<file path="src/rtl/roll_dice_multi.sv">
// Multi-die roller: a synchronised button spins the dice, and they settle
// for a fixed number of cycles after release before the result is flagged.
module roll_dice_multi #(
    parameter int N_DICE     = 2,
    parameter int FACES      = 6,
    parameter int SETTLE_CYC = 4,
    localparam int DW = $clog2(FACES + 1),
    localparam int SW = $clog2(N_DICE * FACES + 1)
) (
    input  logic                 clk,
    input  logic                 rst,
    input  logic                 button,
    output logic [N_DICE*DW-1:0] throw,
    output logic [SW-1:0]        sum,
    output logic                 valid,
    output logic                 rolling,
    output logic [7:0]           roll_count
);

    typedef enum logic [1:0] {
        IDLE,
        ROLL,
        SETTLE,
        DONE
    } state_t;

    state_t     state;
    state_t     state_nx;
    logic [3:0] cnt;
    logic [3:0] cnt_nx;
    logic       sync1;
    logic       btn_s;
    logic       adv;

    always_ff @(posedge clk or negedge rst) begin
        if (!rst) begin
            sync1 <= 1'b0;
            btn_s <= 1'b0;
        end else begin
            sync1 <= button;
            btn_s <= sync1;
        end
    end

    always_ff @(posedge clk or negedge rst) begin
        if (!rst) begin
            state <= IDLE;
            cnt   <= 4'd0;
        end else begin
            state <= state_nx;
            cnt   <= cnt_nx;
        end
    end

    always_comb begin
        state_nx = state;
        cnt_nx   = cnt;
        unique case (state)
            IDLE: begin
                if (btn_s) state_nx = ROLL;
            end
            ROLL: begin
                if (!btn_s) begin
                    state_nx = SETTLE;
                    cnt_nx   = 4'(SETTLE_CYC - 1);
                end
            end
            SETTLE: begin
                if (btn_s) begin
                    state_nx = ROLL;
                    cnt_nx   = 4'd0;
                end else if (cnt == 4'd0) begin
                    state_nx = DONE;
                end else begin
                    cnt_nx = cnt - 4'd1;
                end
            end
            DONE: begin
                state_nx = IDLE;
            end
            default: begin
                state_nx = IDLE;
            end
        endcase
    end

    assign adv     = (state == ROLL) || (state == SETTLE);
    assign rolling = adv;
    assign valid   = (state == DONE);

    always_ff @(posedge clk or negedge rst) begin
        if (!rst) begin
            roll_count <= 8'd0;
        end else if (valid && roll_count != 8'hFF) begin
            roll_count <= roll_count + 8'd1;
        end
    end

    // Each die steps by its own index+1 so the dice never move in lockstep.
    for (genvar i = 0; i < N_DICE; i++) begin : g_die
        logic [DW-1:0] die_q;
        logic [DW-1:0] die_nx;

        always_comb begin
            die_nx = die_q;
            if (die_q == '0 || die_q > DW'(FACES)) begin
                die_nx = DW'(1);
            end else if (adv) begin
                die_nx = DW'((int'(die_q) + i) % FACES + 1);
            end
        end

        always_ff @(posedge clk or negedge rst) begin
            if (!rst) begin
                die_q <= DW'(1);
            end else begin
                die_q <= die_nx;
            end
        end

        assign throw[i*DW +: DW] = die_q;
    end

    always_comb begin
        sum = '0;
        for (int i = 0; i < N_DICE; i++) begin
            sum = sum + SW'(throw[i*DW +: DW]);
        end
    end

endmodule

</file>
<file path="config.mk">
export PLATFORM = sky130hd
export DESIGN_NAME = roll_dice_multi
export DESIGN_NICKNAME = d
export VERILOG_FILES = /design/src/rtl/roll_dice_multi.sv
export SDC_FILE = /design/constraint.sdc
export NUM_CORES = 1
export LEC_CHECK = 0
export ABC_AREA = 1
export BUFFER_PORTS_ARGS = -buffer_cell sky130_fd_sc_hd__buf_2
export CORE_UTILIZATION = 56
export CTS_BUF_LIST = sky130_fd_sc_hd__clkbuf_16
export DETAILED_ROUTE_END_ITERATION = 6
export PLACE_DENSITY = 0.9
export SYNTH_ARGS = -nofsm -noshare
export SYNTH_HDL_FRONTEND = slang
export SYNTH_SLANG_ARGS = --single-unit
</file>
<file path="constraint.sdc">
create_clock -name clk -period 2.4 [get_ports clk]
set_input_delay 0.48 -clock clk [delete_from_list [all_inputs] [get_ports clk]]
set_output_delay 0.48 -clock clk [all_outputs]
set_load 0.02 [all_outputs]
</file>
* Word-level counts from Yosys, hierarchy flattened
Index checks and enable logic that the tools add are counted.
** Storage, ports and cells
- Output and inout port bits :: 20
- Input bits :: 3
- Register bits after elaboration :: 22
- Logic and storage cells :: 51
** Cells by class
- Divide/modulo/power cells :: 2
- Mux-type cells :: 13
- Reduce and logical (&&, ||, !) cells :: 13
- $add $sub $neg :: 6
- Equal/unequal tests :: 8
- $lt $le $gt $ge :: 2
** Operators by type and width (number)
- 32-bit by 4-bit remainder unit with 32-bit output, second input constant :: 1
- 4-bit by 4-bit remainder unit with 32-bit output, second input constant :: 1
- 3-bit two-way mux :: 4
- 4-bit two-way mux :: 3
- 8-bit by 1-bit adder with 8-bit output, second input constant :: 1
- 2-bit two-way mux :: 4
- 8-bit != test, second input constant :: 1
- 2-bit one-hot mux with 4 select lines :: 1
- 4-bit one-hot mux with 2 select lines :: 1
- 3-bit by 2-bit adder with 3-bit output, second input constant :: 2
- 3-bit greater-than comparator, second input constant :: 2
- 3-bit logical NOT :: 2
- 3-bit != test, second input constant :: 2
- 3-bit AND reduction :: 2
- 2-bit nonzero test :: 3
- 3-bit by 1-bit adder with 4-bit output, second input constant :: 1
- 3-bit by 3-bit adder with 4-bit output :: 1
- 2-bit == test, second input constant :: 2
- 4-bit logical NOT :: 1
- 2-bit != test, second input constant :: 2
- 4-bit by 1-bit subtractor with 4-bit output, second input constant :: 1
- 1-bit logical OR :: 3
- 2-bit by 1-bit == test with 1-bit output, second input constant :: 1
- 2-bit logical NOT :: 1
- 1-bit logical AND :: 1

* Longest topological paths before layout
- Depth in word-level cells :: 5
- Depth in mapped cells :: 16

* Worst setup path after synthesis
No wires, ideal clock.
- Path type :: register to output
- From :: reg g_die[1].die_q[0]
- To :: out sum[2]
- Data arrival time :: 1610 ps
- Cell stages (with the launch flop) :: 5
- Slack :: 310 ps
- Cells stage by stage :: dfstp_2 -> ha_1 -> inv_1 -> fa_1 -> xnor2_1
** On the way
- Cells in the longest elaborated chain, start to end :: 1
** Ends and longest elaborated chain
- start: declaration :: RTL line 101 : logic [DW-1:0] die_q;
- start signal: assignment :: RTL line 117 : die_q <= die_nx;
- 3-bit by 3-bit adder with 4-bit output :: RTL line 127 : sum = sum + SW'(throw[i*DW +: DW]);
- end: declaration :: RTL line 14 : output logic [SW-1:0] sum,
Every way passes these cells.

* Final worst setup path
Same ends and word-level chain as after synthesis.

==> impl_metrics.env <==
export IMPL_status="complete, no violations"
export IMPL_synthArstFlopShare=1.00
export IMPL_post_route_drc_count=0
export IMPL_synth_common_cells="nand2_1 (42), inv_1 (27), dfrtp_1 (20)"
export IMPL_grt_pass1_wl_um=4600
export IMPL_setup_worst_path_class="reg -> out"
export IMPL_ios=23
export IMPL_post_dp_hpwl_um=2130
export IMPL_hold_violations=0
export IMPL_cts_root_buf="clkbuf_16"
export IMPL_min_path_type="in -> async"
export IMPL_leakagePower_uw=0.000925
export IMPL_postSynthNetCount=196
export IMPL_antenna_found_initial=0
export IMPL_antenna_diode_count=0
export IMPL_drt_iter0_markers=21
export IMPL_grt_max_degree=23
export IMPL_die_x_um=52.6
export IMPL_dieArea_um2=2770
export IMPL_crit_slowest_cell="dfstp_2"
export IMPL_area_delta_synth_final_pct=14.6
export IMPL_setup_viol=0
export IMPL_finalNonFillerCells=227
export IMPL_ir_drop_uv=1110
export IMPL_slew_violations=0
export IMPL_skew_ps=6.76
export IMPL_syn_inst=175
export IMPL_period_share=0.934
export IMPL_dp_cells=223
export IMPL_cp_max_fo=7
export IMPL_rsz0062_at_grt="no"
export IMPL_cts_tree="built"
export IMPL_row_count=17
export IMPL_vias_per_cell=5.17
export IMPL_drive_gt1_frac=0.176
export IMPL_clock_latency_ps=260
export IMPL_fmax_ghz=0.446
export IMPL_yosysMostFrequentCell="nand2_1"
export IMPL_max_stage_delay_ps=590
export IMPL_wl_um=2770
export IMPL_yosysWarnings=0
export IMPL_critPathCaptureType="output port"
export IMPL_cts_htree_levels=1
export IMPL_first_pass_iters=4
export IMPL_wl_per_cell_um=12.2
export IMPL_cts_setup_buffers=0
export IMPL_maxCapViolations=0
export IMPL_cts_inserted_buffers=3
export IMPL_tightest_slew_ps=496
export IMPL_io_buffers=22
export IMPL_initial_core_util=0.619
export IMPL_yosys_area_top_type="dfrtp_1"
export IMPL_nFillCells=160
export IMPL_grt_pass1_vias=1096
export IMPL_cts_resized=0
export IMPL_arrival_ps=1760
export IMPL_vias=1173
export IMPL_grt_overflow=0
export IMPL_core_um2=2320
export IMPL_seq_area_frac_synth=0.385
export IMPL_place_gp_congestion=0.777
export IMPL_synth_cell_type_count=24
export IMPL_critPathLaunchType="flop"
export IMPL_cts_clk_slew_worst_paths_ps=60
export IMPL_drtAntennaViolNets=0
export IMPL_avgSynthCellArea_um2=8.20
export IMPL_required_ps=1920
export IMPL_synth_area_top_cells="dfrtp_1 (35%), ha_1 (15%), nand2_1 (11%)"
export IMPL_utilization=0.709
export IMPL_synth_top_cell_area_share=0.349
export IMPL_max_slew_margin=0.670
export IMPL_synth_seq_cells=22
export IMPL_cp_top_family="flip-flops"
export IMPL_setup_tns_ps=0
export IMPL_p_total_uw=2310
export IMPL_fin_crit_ps=2240
export IMPL_crit_buf_inv=2
export IMPL_cts_buffer_depth=2
export IMPL_die_h_um=52.6
export IMPL_numClockSinks=22
export IMPL_cts_hold_buffers=0
export IMPL_ys_flop_type="dfrtp_1"
export IMPL_grt_usage=0.237
export IMPL_crit_chain="ha_1, inv_1, fa_1, xnor2_1, buf_2"
export IMPL_syn_area_um2=1440
export IMPL_synth_edff_count=0
export IMPL_final_net_count=221
export IMPL_power_density_nw_per_um2=1400
## worst register-to-register path, delay by kind of cell, from the launching register on
family | cells | cell delay (ps)
adder cells (fa/ha/maj) | 2 | 380
buffers and inverters | 3 | 130
flip-flops | 1 | 590
AND/OR/NAND/NOR | 10 | 760
## metrics by stage
step	hold WS [ps]	setup slack [ps]	cell area [µm²]
floorplan	184	310	1440
global placement	334	482	1570
detailed placement	335	416	1570
CTS	200	157	1640
global route	214	57.9	1640
finish	180	159	1640
## kinds of logic (layout without fill, tap and decap cells)
logic type | count (synthesis) | in the layout | share of synthesized area
xor gates and xnor gates | 10 | 10 | 0.0610
buffers and inverters | 29 | 53 | 0.0811
DFF | 22 | 22 | 0.385
AOI/OAI and AO/OA | 24 | 24 | 0.0924
adders and majority gates | 18 | 18 | 0.162
and+or+nand+nor | 72 | 72 | 0.218
## report_power, final
part           switching (µW)  internal (µW)  total, µW
clock network             129            222        351
logic                     848            471       1320
registers                 137            501        637
total                    1110           1190       2310
## metal layers
metal / global-route usage / wire length, µm
met1: 0.253 / 1220
met3: 0.0725 / 98
met4: 0.101 / 59
met2: 0.424 / 1400
met5: 0 / 0
## sequential cells by signal (all words and copies together) (netlist names)
signal / cells
state: 2
roll_count: 8
cnt: 4
btn_s: 1
g_die.die_q: 6
sync1: 1
## layout make-up
class / instances / area [µm²] / share of cell area
Multi-Input combinational cell: 124 / 766 / 0.466
Sequential cell: 22 / 553 / 0.336
Timing Repair Buffer: 22 / 110 / 0.0670
Inverter: 27 / 101 / 0.0616
Clock buffer: 3 / 75.1 / 0.0457
Tap cell: 28 / 35.0 / 0.0213
Clock inverter: 1 / 3.75 / 0.00228
## final timing paths
| check | slack (ps) | cells past startpoint | start | end |
|---|---|---|---|---|
| setup reg to reg | 420 | 15 | g_die[1].die_q[0] | g_die[1].die_q[2] |
| hold / removal | 180 | 1 | rst | cnt[2] |
| min in group clk | 340 | 1 | button | sync1 |
| setup / recovery | 160 | 5 | g_die[1].die_q[0] | sum[2] |
| hold reg to reg | 350 | 0 | sync1 | btn_s |
| max in group asynchronous | 1860 | 1 | rst | g_die[1].die_q[0] |
## layout by cell type (no fill, tap or decap), types with 4 or more instances in the layout
| cell type | count |
|---|---|
| o21ai_0 | 11 |
| nand2_1 | 42 |
| nand3_1 | 11 |
| nor2_1 | 10 |
| ha_1 | 17 |
| inv_1 | 28 |
| a21oi_1 | 9 |
| xor2_1 | 6 |
| xnor2_1 | 4 |
| buf_2 | 22 |
| dfrtp_1 | 20 |
Power figures use the tool's default switching activity.
